===== src/rtl/z480_bpred_pkg.sv =====
// ----------------------------------------------------------------------------
// z480_bpred_pkg
//   Shared types for the Z480 P7 front-end branch predictor:
//     ctr2_t          2-bit saturating direction counter
//     CTR_SNT..CTR_ST counter encodings (strongly/weakly not-taken/taken)
//     bpred_state_e   table sweep FSM states
//     sat2_upd()      saturating counter step toward the resolved direction
// ----------------------------------------------------------------------------
package z480_bpred_pkg;

   typedef logic [1:0] ctr2_t;

   localparam ctr2_t CTR_SNT = 2'b00;
   localparam ctr2_t CTR_WNT = 2'b01;
   localparam ctr2_t CTR_WT  = 2'b10;
   localparam ctr2_t CTR_ST  = 2'b11;

   typedef enum logic {
      INIT,
      RUN
   } bpred_state_e;

   function automatic ctr2_t sat2_upd(ctr2_t ctr, logic taken);
      ctr2_t res;
      if (taken) res = (ctr == CTR_ST)  ? CTR_ST  : ctr2_t'(ctr + 2'd1);
      else       res = (ctr == CTR_SNT) ? CTR_SNT : ctr2_t'(ctr - 2'd1);
      return res;
   endfunction

endpackage


===== src/rtl/fe_bpred_stats.sv =====
// ----------------------------------------------------------------------------
// fe_bpred_stats
//   Free-running 32-bit (wrapping) event counters for the BTB predictor.
//   Ports:
//     clk, rst_n      clock / asynchronous active-low reset
//     clr             synchronous clear of all counters (table flush)
//     run             table is in RUN this cycle (one lookup counted)
//     hit             lookup hit this cycle
//     upd_acc         training update accepted this cycle
//     upd_mispred     accepted update disagreed with the table prediction
//     stat_*          counter outputs
// ----------------------------------------------------------------------------
module fe_bpred_stats (
   input  logic        clk,
   input  logic        rst_n,
   input  logic        clr,
   input  logic        run,
   input  logic        hit,
   input  logic        upd_acc,
   input  logic        upd_mispred,
   output logic [31:0] stat_lookups,
   output logic [31:0] stat_hits,
   output logic [31:0] stat_updates,
   output logic [31:0] stat_mispred
);

   always_ff @(posedge clk or negedge rst_n) begin
      if (!rst_n) begin
         stat_lookups <= '0;
         stat_hits    <= '0;
         stat_updates <= '0;
         stat_mispred <= '0;
      end else if (clr) begin
         stat_lookups <= '0;
         stat_hits    <= '0;
         stat_updates <= '0;
         stat_mispred <= '0;
      end else begin
         if (run)                 stat_lookups <= stat_lookups + 32'd1;
         if (run && hit)          stat_hits    <= stat_hits + 32'd1;
         if (upd_acc)             stat_updates <= stat_updates + 32'd1;
         if (upd_acc && upd_mispred) stat_mispred <= stat_mispred + 32'd1;
      end
   end

endmodule


===== src/rtl/fe_bpred_btb.sv =====
// ----------------------------------------------------------------------------
// fe_bpred_btb
//   Direct-mapped BTB with per-entry 2-bit saturating counters. Supplies the
//   next fetch PC combinationally from the current fetch PC and is trained
//   from the commit/redirect update channel. Falls back to pc+4/not-taken on
//   a miss and while the valid bits are being swept after reset or flush.
//   Ports:
//     clk, rst_n       clock / asynchronous active-low reset
//     flush            invalidate the whole table (restarts the init sweep)
//     pc               current fetch PC
//     predicted_pc     next fetch PC
//     predicted_taken  prediction is taken
//     pred_hit         valid tag match at the pc index
//     ready            table initialised; lookups and training active
//     upd_valid/upd_pc/upd_taken/upd_target   resolved-branch training port
//   Configuration:
//     FE_BPRED_STATS_EN  adds stat_lookups/stat_hits/stat_updates/stat_mispred
// ----------------------------------------------------------------------------
module fe_bpred_btb
   import z480_bpred_pkg::*;
#(
   parameter int unsigned ENTRIES  = 16,
   parameter int unsigned TAG_W    = 12,
   parameter int unsigned PC_W     = 64,
   parameter ctr2_t       CTR_INIT = CTR_WT
) (
   input  logic            clk,
   input  logic            rst_n,
   input  logic            flush,
   input  logic [PC_W-1:0] pc,
   output logic [PC_W-1:0] predicted_pc,
   output logic            predicted_taken,
   output logic            pred_hit,
   output logic            ready,
   input  logic            upd_valid,
   input  logic [PC_W-1:0] upd_pc,
   input  logic            upd_taken,
   input  logic [PC_W-1:0] upd_target
`ifdef FE_BPRED_STATS_EN
   ,
   output logic [31:0]     stat_lookups,
   output logic [31:0]     stat_hits,
   output logic [31:0]     stat_updates,
   output logic [31:0]     stat_mispred
`endif
);

   localparam int unsigned IDX_W = $clog2(ENTRIES);
   localparam int unsigned TAG_LO = IDX_W + 2;
   localparam int unsigned TAG_HI = TAG_W + IDX_W + 1;

   bpred_state_e     state, state_nxt;
   logic [IDX_W-1:0] ptr, ptr_nxt;

   logic [ENTRIES-1:0] valid;
   ctr2_t              ctr    [ENTRIES];
   logic [TAG_W-1:0]   tag_q  [ENTRIES];
   logic [PC_W-1:0]    target [ENTRIES];

   logic [IDX_W-1:0] idx, u_idx;
   logic [TAG_W-1:0] tag, u_tag;
   logic             u_hit, upd_acc;

   // ---------------- sweep FSM ----------------
   always_ff @(posedge clk or negedge rst_n) begin
      if (!rst_n) begin
         state <= INIT;
         ptr   <= '0;
      end else begin
         state <= state_nxt;
         ptr   <= ptr_nxt;
      end
   end

   always_comb begin
      state_nxt = state;
      ptr_nxt   = ptr;
      case (state)
         INIT: begin
            if (flush) begin
               ptr_nxt = '0;
            end else begin
               ptr_nxt = ptr + 1'b1;
               if (ptr == IDX_W'(ENTRIES - 1)) state_nxt = RUN;
            end
         end
         RUN: begin
            if (flush) begin
               state_nxt = INIT;
               ptr_nxt   = '0;
            end
         end
         default: begin
            state_nxt = INIT;
            ptr_nxt   = '0;
         end
      endcase
   end

   assign ready = (state == RUN);

   // ---------------- lookup ----------------
   assign idx = pc[IDX_W+1:2];
   assign tag = pc[TAG_HI:TAG_LO];

   assign pred_hit        = ready && valid[idx] && (tag_q[idx] == tag);
   assign predicted_taken = pred_hit && ctr[idx][1];
   assign predicted_pc    = predicted_taken ? target[idx] : pc + PC_W'(4);

   // ---------------- training ----------------
   assign u_idx   = upd_pc[IDX_W+1:2];
   assign u_tag   = upd_pc[TAG_HI:TAG_LO];
   assign u_hit   = valid[u_idx] && (tag_q[u_idx] == u_tag);
   assign upd_acc = ready && upd_valid && !flush;

   // A RUN-state flush needs no immediate clear: ready drops next cycle and
   // the sweep invalidates every entry before ready returns.
   always_ff @(posedge clk or negedge rst_n) begin
      if (!rst_n) begin
         valid <= '0;
      end else if (state == INIT) begin
         valid[ptr] <= 1'b0;
      end else if (upd_acc && !u_hit && upd_taken) begin
         valid[u_idx] <= 1'b1;
      end
   end

   // Payload arrays carry no reset; valid gates every use.
   always_ff @(posedge clk) begin
      if (upd_acc) begin
         if (u_hit) begin
            ctr[u_idx] <= sat2_upd(ctr[u_idx], upd_taken);
            if (upd_taken) target[u_idx] <= upd_target;
         end else if (upd_taken) begin
            ctr[u_idx]    <= CTR_INIT;
            tag_q[u_idx]  <= u_tag;
            target[u_idx] <= upd_target;
         end
      end
   end

   logic unused_pc_bits;
   assign unused_pc_bits = &{1'b0, pc[1:0], upd_pc[1:0],
                             pc[PC_W-1:TAG_HI+1], upd_pc[PC_W-1:TAG_HI+1]};

`ifdef FE_BPRED_STATS_EN
   logic u_pred_taken, u_mispred;

   assign u_pred_taken = u_hit && ctr[u_idx][1];
   assign u_mispred    = (u_pred_taken != upd_taken) ||
                         (upd_taken && (target[u_idx] != upd_target));

   fe_bpred_stats u_stats (
      .clk          (clk),
      .rst_n        (rst_n),
      .clr          (flush),
      .run          (ready),
      .hit          (pred_hit),
      .upd_acc      (upd_acc),
      .upd_mispred  (u_mispred),
      .stat_lookups (stat_lookups),
      .stat_hits    (stat_hits),
      .stat_updates (stat_updates),
      .stat_mispred (stat_mispred)
   );
`endif

endmodule


===== config.mk =====
export PLATFORM = sky130hd
export DESIGN_NAME = fe_bpred_btb
export DESIGN_NICKNAME = d
export VERILOG_FILES = /design/src/rtl/z480_bpred_pkg.sv /design/src/rtl/fe_bpred_stats.sv /design/src/rtl/fe_bpred_btb.sv
export SDC_FILE = /design/constraint.sdc
export NUM_CORES = 2
export LEC_CHECK = 0
export BUFFER_PORTS_ARGS = -buffer_cell sky130_fd_sc_hd__buf_2
export CAP_MARGIN = 30
export CELL_PAD_IN_SITES_DETAIL_PLACEMENT = 0
export CELL_PAD_IN_SITES_GLOBAL_PLACEMENT = 1
export CORE_UTILIZATION = 55
export CTS_CLUSTER_SIZE = 12
export DETAILED_ROUTE_END_ITERATION = 12
export PLACE_DENSITY_LB_ADDON = 0.1
export SYNTH_ARGS = -nofsm -noshare
export SYNTH_HDL_FRONTEND = slang
export SYNTH_SLANG_ARGS = --single-unit

===== constraint.sdc =====
create_clock -name clk -period 7.7 [get_ports clk]
set_clock_uncertainty 0.05 [all_clocks]
set_input_delay 0.385 -clock clk [delete_from_list [all_inputs] [get_ports clk]]
set_output_delay 0.385 -clock clk [all_outputs]
set_load 0.01 [all_outputs]

### Yosys cells after proc, flatten, opt, wreduce, memory -nomap -nowiden

Memory sizes are Yosys's and may differ from the RTL's.
Index checks and enable logic that the tools add are counted.

* muxes and demuxes: 35
* reduce and logical (&&, ||, !) cells: 13
* order comparisons: 5
* equality and inequality tests: 6
* bitwise logic cells: 6
* add/sub/neg operators: 4

Operators by type and width (number)
* 2-to-1 mux 64 bit: 2
* adder 64 x 3 -> 64 bit (second input constant): 1
* 2-to-1 mux 16 bit: 2
* equality test 12 bit: 2
* 2-to-1 mux 1 bit: 17
* AND 16 bit: 1
* inverter 16 bit: 1
* OR 16 bit: 1
* < comparator 4 x 5 -> 1 bit (second input constant): 3
* 2-to-1 mux 2 bit: 6
* logical AND 1 bit: 10
* binary-select mux 1 bit (select 4 bit): 2
* demux 1 bit (select 4 bit): 2
* >= comparator 4 x 1 -> 1 bit (second input constant): 2
* 2-to-1 mux 4 bit: 2
* one-hot mux 4 bit (2 select lines): 1
* adder 4 x 1 -> 4 bit (second input constant): 1
* equality test 4 bit (second input constant): 1
* adder 2 x 1 -> 2 bit (second input constant): 1
* equality test 2 bit (second input constant): 1
* logical NOT 1 bit: 2
* logical NOT 2 bit: 1
* != test 2 x 1 -> 1 bit (second input constant): 1
* != test 2 bit (second input constant): 1
* 4 further kinds: 5

* memories: 3
* register bits: 21
* logic and storage cells: 75
* RAM bits: 1248
* input bits: 197
* output and inout port bits: 67

Memory list
* target: words 16, width 64, read ports 1, clocked after memory_dff 0, wr ports 1, line fe_bpred_btb.sv:58 `logic [PC_W-1:0] target [ENTRIES];`
* tag_q: words 16, width 12, read ports 2, clocked after memory_dff 0, wr ports 1, line fe_bpred_btb.sv:57 `logic [TAG_W-1:0] tag_q [ENTRIES];`
* ctr: words 16, width 2, read ports 2, clocked after memory_dff 0, wr ports 1, line fe_bpred_btb.sv:56 `ctr2_t ctr [ENTRIES];`

### Longest topological paths before layout

* depth in word-level cells: 8
* mapped depth: 12
* gate-level depth less buffers: 8

### Worst setup path before layout

No wires, ideal clock.

* path type: input -> register
* from: in upd_pc[4]
* to: mem target[4][0], enable pin
* required time: 7.163 ns
* setup time: 0.487 ns
* path slack: 2.862 ns
* path buffers: 4
* stages on the path: 6
* arrival: 4.302 ns
* cell sequence: buf_2 > buf_2 > buf_1 > clkbuf_1 > nand2_1 > nor2_1

* word-level cells in the longest chain between the ends: 7
* elaborated cells on any way between the ends: 12
* those cells by class: 1 x eq/ne; 8 x mux; 1 x bitwise; 1 x reduce/logical; 1 x memory

RTL lines
* start, declared: line fe_bpred_btb.sv:36 `input logic [PC_W-1:0] upd_pc,`
* memory (16 x 12 bit) / binary-select mux 1 bit (select 4 bit) (equally long branches)
* equality test 12 bit / 2-to-1 mux 1 bit (equally long branches): line fe_bpred_btb.sv:113 `assign u_hit = valid[u_idx] && (tag_q[u_idx] == u_tag);`
* logical AND 1 bit: line fe_bpred_btb.sv:113
* 2-to-1 mux 1 bit: line fe_bpred_btb.sv:131 `if (u_hit) begin`
* 2-to-1 mux 1 bit: line fe_bpred_btb.sv:130 `if (upd_acc) begin`
* 2-to-1 mux 1 bit, on equally long branches: line fe_bpred_btb.sv:133, fe_bpred_btb.sv:137
* OR 1 bit (no line)
* end, declared: line fe_bpred_btb.sv:58

Parallel ways exist; a longest one is shown, timed or not. The select of a mux whose other input is x is not followed.

### Worst setup path in the final report

* from: in pc[3]
* to: out predicted_pc[26]

* word-level cells in the longest chain between the ends: 6
* elaborated cells on any way between the ends: 11
* those cells by class: 1 x add/sub; 1 x eq/ne; 3 x mux; 3 x reduce/logical; 3 x memory

RTL lines
* start, declared: line fe_bpred_btb.sv:30 `input logic [PC_W-1:0] pc,`
* parallel branches: the longest is 5 deep, another holds adder 64 x 3 -> 64 bit
* 2-to-1 mux 64 bit (*): line fe_bpred_btb.sv:108 `assign predicted_pc = predicted_taken ? target[idx] : pc + PC_W'(4);`
* end, declared: line fe_bpred_btb.sv:31 `output logic [PC_W-1:0] predicted_pc,`

Every way passes the cells marked *. The select of a mux whose other input is x is not followed.

==> run_results.csv <==
group,metric,value,unit
finish,postLayoutCoreUtil,63.65,%
synthesis,synth_cell_types,67,
placed_design,dp_slack,2.402,ns
synthesis,synth_area_leader_cell,"edfxtp_1",
synthesis,synth_area,52820,µm²
power,p_total,0.01431,W
power,power.leakage,19.69,nW
floorplanning,ios,264,
placed_design,gp_congestion,0.8578,
critical_path,startpoint_type,"input pin",
routing,drc_errors,0,
placed_design,dpl_cell_area,55800,µm²
synthesis,synthXorXnorAreaFrac,1.426,%
floorplanning,die_w,311.9,µm
cts,clk_latency,0.72,ns
global_route,antenna_found_initial,14,
critical_path,cp.arrival,4.97,ns
sta,finalSetupTns,0,ns
hold_path,hold_class,"in -> reg",
synthesis,postSynthCellCount,2453,
finish,areaGrowthSynthToFinish,14.50,%
critical_path,worstSetupEndpointType,"primary output",
sta,rsz0062_at_grt,"false",
global_route,grt_pass1_wl,190.6,mm
sta,tightest_slew,1.166,ns
synthesis,syn_nets,2655,
synthesis,synth_warnings,0,
sta,setup_slack,2.293,ns
synthesis,ys_seq_area_share,71.95,%
synthesis,synth_top_area_share,70.96,%
floorplanning,start_util,55.59,%
synthesis,synth_top_family_by_area,"multiplexers",
sta,setup_viol,0,
synthesis,yosys_register_bits,1269,
synthesis,synth_area_leaders,"edfxtp_1, mux4_2, mux2i_1",
cts,ctsResizeCount,0,
critical_path,cp.required,7.26,ns
power,pwr_density_cell,236.7,nW/µm²
routing,highest_layer,"met5",
floorplanning,num_rows,113,
sta,hold_viol_final,0,
critical_path,criticalPathCategory,"in -> out",
floorplanning,chipHeight,311.9,µm
cts,cts_hold_buf,72,
synthesis,synth-async-reset-ratio,1.655,%
routing,vias_per_cell,6.501,
routing,route.met3.wl,10.06,mm
synthesis,synth-compound-area-share,1.599,%
critical_path,cp_max_fo,103,
finish,fillCellCount,6481,
cts,path_clk_slew,0.06,ns
cts,cts_buffers,133,
cts,cts_sinks,1269,
global_route,grt_max_degree,108,
synthesis,synthFlopType,"edfxtp_1",
cts,postCtsSetupBuffers,0,
sta,finalMaxSlewViolations,0,
routing,ant_nets,0,
synthesis,yosysMostFrequentCell,"edfxtp_1",
placed_design,port_buffers,215,
global_route,gr-usage-all-layers,27.46,%
finish,finalInstanceArea,60470,µm²
synthesis,synth-edff-count,1248,
finish,drive_gt1_share,32.08,%
synthesis,synthMuxAreaShare,20.93,%
flow_run,maxCapViolCount,0,
routing,firstDrtPassIters,7,
cts,root_buffer,"clkbuf_16",
sta,fmax,184.9,MHz
cts,clock_path_buffers,3,
sta,period_needed,5.407,ns
routing,drt-met1-wl,52.54,mm
finish,fin_nets,3014,
synthesis,synth_fa_ha_area_share,0.1374,%
global_route,grt_pass1_vias,27850,
cts,cts_tree,"built",
outcome,outcome,"complete, no violations",
routing,routedWlPerCell,31.46,µm
sta,period_share,70.22,%
floorplanning,die_area,97270,µm²
global_route,overflow,0,
routing,totalWireLength,130.9,mm
power,vdd_drop_max,0.2005,mV
synthesis,synth_area_per_cell,21.53,µm²
routing,dr_wl_met2,65.04,mm
placed_design,dp_hpwl,73.70,mm
floorplanning,core-area,95010,µm²
sta,slew_headroom,22.30,%
synthesis,synth_commonest_cells,"edfxtp_1, mux4_2, mux2i_1",
synthesis,synthSimpleGateAreaFrac,2.345,%
routing,drt_iter0_drc,3224,
cts,htree_levels,4,
routing,vias,27050,
[power breakdown]
group	total (W)	internal, W	switching (W)	leakage [nW]
Clock	0.00585	0.00337	0.00248	1.89
Sequential	0.00762	0.00760	0.0000133	11.5
Combinational	0.000853	0.000378	0.000475	6.34
[placed cells by master (no fill, tap or decap), types with 41 or more instances in the layout]
| master | instances |
|---|---|
| buf_2 | 211 |
| buf_4 | 55 |
| clkbuf_1 | 42 |
| clkbuf_16 | 140 |
| dlygate4sd3_1 | 72 |
| edfxtp_1 | 1248 |
| mux2_1 | 55 |
| mux2i_1 | 74 |
| mux4_2 | 424 |
| nand2_1 | 50 |
| xnor2_1 | 45 |
| xor2_1 | 41 |
[worst paths after layout]
kind | startpoint | endpoint | slack (ns) | cells after the start
worst max-delay path | pc[3] | predicted_pc[26] | 2.29 | 12
worst min-delay path | upd_pc[16] | tag_q[8][10]$_DFFE_PP_ | 0.04 | 1
worst max register to register | tag_q[15][8]$_DFFE_PP_ | ctr[1][0]$_DFFE_PP_ | 3.86 | 8
worst min register to register | valid[7]$_DFFE_PN0P_ | valid[7]$_DFFE_PN0P_ | 0.48 | 2
max in group asynchronous | rst_n | valid[1]$_DFFE_PN0P_ | 7.07 | 2
min in group asynchronous | rst_n | valid[2]$_DFFE_PN0P_ | 0.18 | 2
[kinds of logic (layout without fill, tap and decap cells)]
group	after synthesis	count (layout)
mux	566	566
buf+inv	175	615
xor+xnor	86	86
other cells	0	3
compound gates	110	110
fa+ha+maj	6	6
flops	1269	1269
simple gates	241	241
[sequential cells by signal (all words and copies together) (netlist names)]
name / count
target: 1024
tag_q: 192
ctr: 32
valid: 16
ptr: 4
ready: 1
[final cells by class]
cell class                 instances  area [µm²]  share of cell area (%)
multi-input combinational       1009       14200                   23.48
clock buffer                     183        3675                   6.077
inverter                          36       152.6                  0.2524
sequential                      1269       38000                   62.84
clock inverter                    33       207.7                  0.3435
antenna                            3       7.507                 0.01241
timing repair buffer             363        2650                   4.382
tap                             1265        1583                   2.617
[stage by stage]
stage	instances	hold slack, ns
final	4161	0.04078
after floorplan	2453	0.03941
after global routing	4160	0.03108
after CTS	4154	0.001274
after detailed placement	3866	0.3309
after global placement	3850	0.3171
[per-layer routing]
metal  vias to the layer above  GRT usage (%)
met1                     14540          38.58
met5                         -              0
met3                       207          5.557
li1                      11120              -
met2                      1166          44.12
met4                        16          7.932
[worst max-delay path, cell delays in order]
cell	delay (ns)
buf_8	0.75
buf_4	0.60
mux4_2	0.40
xnor2_1	0.14
o211a_1	0.22
nand3b_1	0.15
a2111oi_0	0.37
nand4_1	0.20
buf_4	0.28
buf_4	0.42
mux2i_1	0.56
buf_2	0.24
Power figures use the tool's default switching activity.
